### config.mk
export PLATFORM = sky130hd
export DESIGN_NAME = fir_decimator
export DESIGN_NICKNAME = d
export VERILOG_FILES = /design/src/rtl/fir_pkg.sv /design/src/rtl/sync_fifo.sv /design/src/rtl/fir_decimator.sv
export SDC_FILE = /design/constraint.sdc
export NUM_CORES = 1
export LEC_CHECK = 0
export ABC_AREA = 1
export BUFFER_PORTS_ARGS = -buffer_cell sky130_fd_sc_hd__buf_4
export CORE_MARGIN = 4
export CORE_UTILIZATION = 34
export DETAILED_ROUTE_END_ITERATION = 16
export PLACE_DENSITY_LB_ADDON = 0.15
export RECOVER_POWER = 100
export SYNTH_ARGS = -nofsm -noshare
export SYNTH_HDL_FRONTEND = slang
export SYNTH_SLANG_ARGS = --single-unit
export TNS_END_PERCENT = 50
### constraint.sdc
create_clock -name CLK -period 5.9 [get_ports CLK]
set_input_delay 0.885 -clock CLK [delete_from_list [all_inputs] [get_ports CLK]]
set_output_delay 0.885 -clock CLK [all_outputs]
set_load 0.02 [all_outputs]
### src/rtl/fir_pkg.sv
// Shared FIR datapath definitions: sample format and default decimation factor.
package fir_pkg;

  localparam int unsigned DATA_W     = 16;
  localparam int unsigned DECIM_LOG2 = 2;

  // Signed 1.1.14 sample as produced by the FIR lowpass.
  typedef logic signed [DATA_W-1:0] sample_t;

endpackage

### src/rtl/sync_fifo.sv
// Synchronous first-word fall-through FIFO, power-of-two depth, async active-high reset.
module sync_fifo #(
  parameter int unsigned WIDTH = 16,
  parameter int unsigned DEPTH = 4
) (
  input  logic                     clk_i,
  input  logic                     rst_i,
  input  logic                     push_i,
  input  logic [WIDTH-1:0]         push_data_i,
  input  logic                     pop_i,
  output logic [WIDTH-1:0]         pop_data_o,
  output logic                     full_o,
  output logic                     empty_o,
  output logic [$clog2(DEPTH):0]   level_o
);

  localparam int unsigned AW = $clog2(DEPTH);

  logic [WIDTH-1:0] mem_q [DEPTH];
  logic [AW-1:0]    wr_ptr_q;
  logic [AW-1:0]    rd_ptr_q;
  logic [AW:0]      level_q;
  logic             do_push;
  logic             do_pop;

  assign empty_o = (level_q == '0);
  assign full_o  = (level_q == (AW+1)'(DEPTH));
  assign do_pop  = pop_i && !empty_o;
  // A full FIFO still accepts a push when the head leaves in the same cycle.
  assign do_push = push_i && (!full_o || do_pop);

  always_ff @(posedge clk_i or posedge rst_i) begin
    if (rst_i) begin
      wr_ptr_q <= '0;
      rd_ptr_q <= '0;
      level_q  <= '0;
    end else begin
      if (do_push) wr_ptr_q <= wr_ptr_q + AW'(1);
      if (do_pop)  rd_ptr_q <= rd_ptr_q + AW'(1);
      level_q <= level_q + (AW+1)'(do_push) - (AW+1)'(do_pop);
    end
  end

  always_ff @(posedge clk_i) begin
    if (do_push) mem_q[wr_ptr_q] <= push_data_i;
  end

  assign pop_data_o = empty_o ? '0 : mem_q[rd_ptr_q];
  assign level_o    = level_q;

endmodule

### src/rtl/fir_decimator.sv
// Decimates the FIR output by 2**DECIM_LOG2 into a FWFT output FIFO with sticky overflow.
// Define FIR_DECIM_AVG_EN to output the mean of each group instead of its last sample.
module fir_decimator #(
  parameter int unsigned DATA_W     = fir_pkg::DATA_W,
  parameter int unsigned DECIM_LOG2 = fir_pkg::DECIM_LOG2,
  parameter int unsigned FIFO_DEPTH = 4
) (
  input  logic                          CLK,
  input  logic                          RST,
  input  logic                          In_Valid,
  input  logic signed [DATA_W-1:0]      In_Data,
  output logic                          Out_Valid,
  input  logic                          Out_Ready,
  output logic signed [DATA_W-1:0]      Out_Data,
  output logic                          Overflow,
  output logic [$clog2(FIFO_DEPTH):0]   Fifo_Level
);

  logic [DECIM_LOG2-1:0]     phase_q;
  logic                      last_phase;
  logic                      dec_valid;
  logic signed [DATA_W-1:0]  dec_data;
  logic                      fifo_full;
  logic                      fifo_empty;
  logic                      drop;
  logic                      overflow_q;

  // All-ones phase is DECIM-1; the counter wraps to 0 on its own.
  assign last_phase = (phase_q == '1);
  assign dec_valid  = In_Valid && last_phase;

  always_ff @(posedge CLK or posedge RST) begin
    if (RST) begin
      phase_q <= '0;
    end else if (In_Valid) begin
      phase_q <= phase_q + DECIM_LOG2'(1);
    end
  end

`ifdef FIR_DECIM_AVG_EN
  localparam int unsigned ACC_W = DATA_W + DECIM_LOG2;

  logic signed [ACC_W-1:0] acc_q;
  logic signed [ACC_W-1:0] acc_sum;

  // Phase 0 starts a fresh group, so the stale accumulator is ignored there.
  assign acc_sum  = ((phase_q == '0) ? '0 : acc_q)
                  + {{DECIM_LOG2{In_Data[DATA_W-1]}}, In_Data};
  assign dec_data = acc_sum[ACC_W-1:DECIM_LOG2];

  always_ff @(posedge CLK or posedge RST) begin
    if (RST) begin
      acc_q <= '0;
    end else if (In_Valid) begin
      acc_q <= acc_sum;
    end
  end
`else
  assign dec_data = In_Data;
`endif

  sync_fifo #(
    .WIDTH (DATA_W),
    .DEPTH (FIFO_DEPTH)
  ) u_fifo (
    .clk_i       (CLK),
    .rst_i       (RST),
    .push_i      (dec_valid),
    .push_data_i (dec_data),
    .pop_i       (Out_Ready),
    .pop_data_o  (Out_Data),
    .full_o      (fifo_full),
    .empty_o     (fifo_empty),
    .level_o     (Fifo_Level)
  );

  assign Out_Valid = !fifo_empty;
  assign drop      = dec_valid && fifo_full && !(Out_Valid && Out_Ready);

  always_ff @(posedge CLK or posedge RST) begin
    if (RST) begin
      overflow_q <= 1'b0;
    end else if (drop) begin
      overflow_q <= 1'b1;
    end
  end

  assign Overflow = overflow_q;

endmodule

Word level (Yosys, flattened, before mapping)
Memory sizes are Yosys's and may differ from the RTL's.
Cells that the tools add are included.
{ "word_totals": {"elab_cells": 26, "output_inout_bits": 21, "ff_bits": 10, "mem_count": 1, "in_bits": 20, "mem_bits_rw": 64} }
{ "classes": {"mux": 3, "reduce_logical": 10, "n_eq_ne": 2, "add_sub_neg": 5} }
{ "memory_table": {"columns": ["name", "depth", "width", "read_ports", "rd_clocked_by_memory_dff", "write_ports", "line_no", "rtl"], "rows": [
  ["u_fifo.mem_q", 4, 16, 1, 0, 1, "sync_fifo.sv:19", "logic [WIDTH-1:0] mem_q [DEPTH];"]
]} }
{ "ops": {"columns": ["cell", "count"], "rows": [
  ["$mux W16", 1],
  ["$add A2 B1 Y2 const B", 3],
  ["$logic_and A1 B1 Y1", 5],
  ["$add A3 B1 Y3", 1],
  ["$eq A3 B3 Y1 const B", 1],
  ["$logic_not A1 Y1", 3],
  ["$logic_not A3 Y1", 1],
  ["$sub A3 B1 Y3", 1],
  ["$eq A2 B2 Y1 const B", 1],
  ["$mux W1", 2],
  ["$logic_or A1 B1 Y1", 1]
]} }

Logic depth before layout (Yosys ltp)
{ "depth": {"ltp_word": 7, "depth_mapped": 12, "ltp_nobuf": 12} }

Modules after synthesis
From an unflattened synthesis, not the netlist that was laid out.
{ "unflattened": {"hier_cells": 325, "area_unflattened_um2": 3340.7} }
{ "modules_own_cells": {"columns": ["mod", "instances", "area_per_inst_um2", "cells_per_inst", "seq_area_each_um2"], "rows": [
  ["sync_fifo", 1, 3189.3, 307, 2097.0],
  ["fir_decimator", 1, 151.4, 18, 75.1]
]} }

Worst setup path before layout
OpenSTA, ideal clock, no wires.
{ "synth_timing": {"path_type": "in2reg", "startpoint": "in Out_Ready", "endpoint": "reg u_fifo.level_q[2] (netlist: u_fifo.level_o[2])", "path_stages": 10, "n_path_buf": 0, "slack_ns": 3.608, "t_required_ns": 5.783, "setup_time_ns": 0.117, "arrival_ns": 2.174, "cell_sequence": "nand2_1 inv_1 ha_1 inv_1 ha_1 fa_1 xnor2_1 inv_1 nand2_1 nand2_1"} }
{ "synth_between": {"elab_chain_cells": 5} }
{ "synth_lines": {"columns": ["element", "line_no", "rtl"], "rows": [
  ["from (decl)", "fir_decimator.sv:13", "input logic Out_Ready,"],
  ["$logic_and A1 B1 Y1 (*)", "sync_fifo.sv:28", "assign do_pop = pop_i && !empty_o;"],
  ["net u_fifo.do_pop", "sync_fifo.sv:24", "logic do_pop;"],
  ["$logic_or A1 B1 Y1", "sync_fifo.sv:30", "assign do_push = push_i && (!full_o || do_pop);"],
  ["$logic_and A1 B1 Y1", "sync_fifo.sv:30", null],
  ["$add A3 B1 Y3", "sync_fifo.sv:40", "level_q <= level_q + (AW+1)'(do_push) - (AW+1)'(do_pop);"],
  ["$sub A3 B1 Y3 (*)", "sync_fifo.sv:40", null],
  ["to (signal assigned)", "sync_fifo.sv:40", null],
  ["to (decl)", "sync_fifo.sv:22", "logic [AW:0] level_q;"]
]} }
The timed path passes the listed nets; every way through them passes the cells marked *.
A chain may end at the register's enable or synchronous reset.

Final worst setup path
{ "layout_timing": {"startpoint": "reg u_fifo.rd_ptr_q[0]", "endpoint": "out Out_Data[1]"} }
{ "layout_between": {"elab_chain_cells": 2} }
{ "layout_lines": {"columns": ["element", "line_no", "rtl"], "rows": [
  ["from (decl)", "sync_fifo.sv:21", "logic [AW-1:0] rd_ptr_q;"],
  ["from (signal assigned)", "sync_fifo.sv:39", "if (do_pop) rd_ptr_q <= rd_ptr_q + AW'(1);"],
  ["$mem_v2 Z4 W16", null, null],
  ["$mux W16", "sync_fifo.sv:48", "assign pop_data_o = empty_o ? '0 : mem_q[rd_ptr_q];"],
  ["to (decl)", "fir_decimator.sv:14", "output logic signed [DATA_W-1:0] Out_Data,"]
]} }
Every way passes these cells.

==> impl_metrics.tcl <==
set metrics [dict create \
    startpoint_type "register" \
    synthFlopType "edfxtp_1" \
    dieWidth_um 109 \
    io_pins 41 \
    synth_common_cells "inv_1 (81), nand2_1 (67), edfxtp_1 (64)" \
    design.core.area_um2 9860 \
    synth_seq_cells 74 \
    synth_top_cell_area_share_pct 55.2 \
    grt_pass1_wl_mm 10.5 \
    post-route-drc-count 0 \
    finalMaxSlewViolations 36 \
    layout_setup_ws_ns 1.94 \
    yosysUniqueCellTypes 24 \
    worst_pin_slew_ns 1.67 \
    post_cts_buffers 0 \
    synthesis.instances 318 \
    cts-buffers-inserted 9 \
    cp.arrival_ns 3.07 \
    yosysMostFrequentCell "inv_1" \
    antenna_found_initial 0 \
    cts_resized 0 \
    stdcell_area_um2 3920 \
    dr_total_vias 2060 \
    period_share_pct 67.1 \
    track_usage_pct 12.1 \
    vias_per_cell 4.11 \
    firstDrtPassIters 4 \
    worstHoldPathType "register to register" \
    yosysWarnings 0 \
    cts_tree "yes" \
    ir_worst_vdd_mv 0.154 \
    postRouteAntennaNets 0 \
    initial_core_util_pct 35.3 \
    worstPathMaxFanout 35 \
    timing.fmax_mhz 253 \
    r2r_start "u_fifo.rd_ptr_q[0]" \
    post_dp_cell_area_um2 3890 \
    multi_input_area_um2 830 \
    postCtsHoldBufs 0 \
    holdWs_ns 0.480 \
    dp_hpwl_mm 3.99 \
    min_from "phase_q[0]" \
    syn2layout_area_growth_pct 12.4 \
    powerDensity_nw_per_um2 478 \
    synth_edf_count 64 \
    worstSetupPathType "register to primary output" \
    h-tree-depth 3 \
    hold_violations 0 \
    cts_sinks 74 \
    fillers 971 \
    rsz0062_at_grt "no" \
    relSlewSlack_pct -11.1 \
    max-clock-path-buffers 2 \
    async_flop_share_pct 13.5 \
    max_cap_violations 1 \
    syn-num-nets 346 \
    setup_violations 0 \
    grt_pass1_vias 2117 \
    fin_util_pct 39.7 \
    fin_worst_skew_ns 0.0118 \
    overflow 0 \
    finalCriticalPeriod_ns 3.96 \
    num_rows 36 \
    seqCellArea_um2 2170 \
    crit_required_ns 5.02 \
    clock_latency_ns 0.34 \
    synth_area_um2 3480 \
    drtIter0Drc 77 \
    syn_avg_cell_area_um2 11.0 \
    synth_top_area_cell "edfxtp_1" \
    crit_start "u_fifo.rd_ptr_q[0]" \
    setup-tns-final_ns 0 \
    diodes 0 \
    clk_pin_slew_ns 0.08 \
    grt_max_degree 36 \
    dp_slack_ns 3.38 \
    yosys-top-cells-area "edfxtp_1 (55%), inv_1 (8.7%), nand2_1 (7.2%), dfrtp_1 (7.2%), nand3_2 (4.0%)" \
    cts-root-buf "clkbuf_8" \
    layout-drive-gt1-share_pct 16.0 \
    leakage_nw 1.74 \
    failed_checks "max-capacitance violations, max-slew violations" \
    status "finished, violations left" \
    wl_mm 6.47 \
    die_area_um2 11900 \
    end_kind "primary output" \
    die_h_um 109 \
    wl_per_cell_um 12.9 \
    gp_congestion 0.741 \
    ys_seq_area_share_pct 62.4 \
    numPortBuffers 40 \
    nNetsFinal 391 \
]
metal layers:
metal,track usage (%),wire length (um),vias up
met1,14.6,2970,934
li1,-,-,1081
met5,0,0,-
met3,3.20,245,10
met4,6.41,127,0
met2,19.9,3130,35
registers in the layout, summed over array words and instances, names as in the netlist:
register and cells:
u_fifo.wr_ptr_q 2, Overflow 1, u_fifo.rd_ptr_q 2, phase_q 2, u_fifo.level_o 3, u_fifo.mem_q 64
worst paths after layout:
kind | to | slack (ns) | cells past startpoint
worst max-delay path | Out_Data[1] | 1.94 | 6
worst min-delay path | phase_q[0] | 0.48 | 1
worst max register to register | u_fifo.rd_ptr_q[0] | 3.50 | 4
worst min register to register | phase_q[0] | 0.48 | 1
max in group asynchronous | u_fifo.level_o[0] | 5.06 | 2
min in group asynchronous | u_fifo.level_o[2] | 0.54 | 2
cell families after synthesis:
logic type | Yosys count | synth area share (%)
flip-flops | 74 | 62.4
adder cells (fa/ha/maj) | 8 | 3.09
AND/OR/NAND/NOR | 119 | 17.2
AO/OA/AOI/OAI | 18 | 4.06
buffers and inverters | 95 | 12.2
XOR/XNOR | 3 | 0.754
multiplexers | 1 | 0.323
critical path: stages (launching register included):
cell,delay [ns]
dfrtp_1,0.34
clkbuf_1,1.20
inv_4,0.48
nand2_1,0.19
nand3_1,0.08
a21oi_1,0.18
clkbuf_1,0.26
report_power, final:
part           leakage, nW  internal [W]  switching (W)
registers            0.699      0.000647      0.0000563
clock network       0.0889      0.000193       0.000186
logic                0.951      0.000276       0.000514
total                 1.74       0.00112       0.000757
final cells by class:
| type | instances | area share, % |
|---|---|---|
| multi-input combinational | 149 | 21.2 |
| sequential | 74 | 55.5 |
| clock inverter | 7 | 1.79 |
| timing repair buffer | 45 | 5.75 |
| clock buffer | 9 | 3.16 |
| inverter | 84 | 8.37 |
| tap | 133 | 4.25 |
stage by stage:
| step | instances | total power (W) |
|---|---|---|
| global placement | 485 | 0.00159 |
| CTS | 501 | 0.00198 |
| floorplan | 318 | 0.00134 |
| global route | 501 | 0.00202 |
| finish | 501 | 0.00187 |
| detailed placement | 485 | 0.00160 |
placed cells by master (no fill, tap or decap), drive strengths merged, types with 2 or more instances in the layout:
master,n
a21oi,16
dfrtp,10
nand3,35
edfxtp,64
nor2,5
clkinvlp,3
buf,13
inv,83
clkinv,4
xnor2,2
clkbuf,41
ha,7
nand2,79
Note: power is estimated with default switching activity, not from simulation.
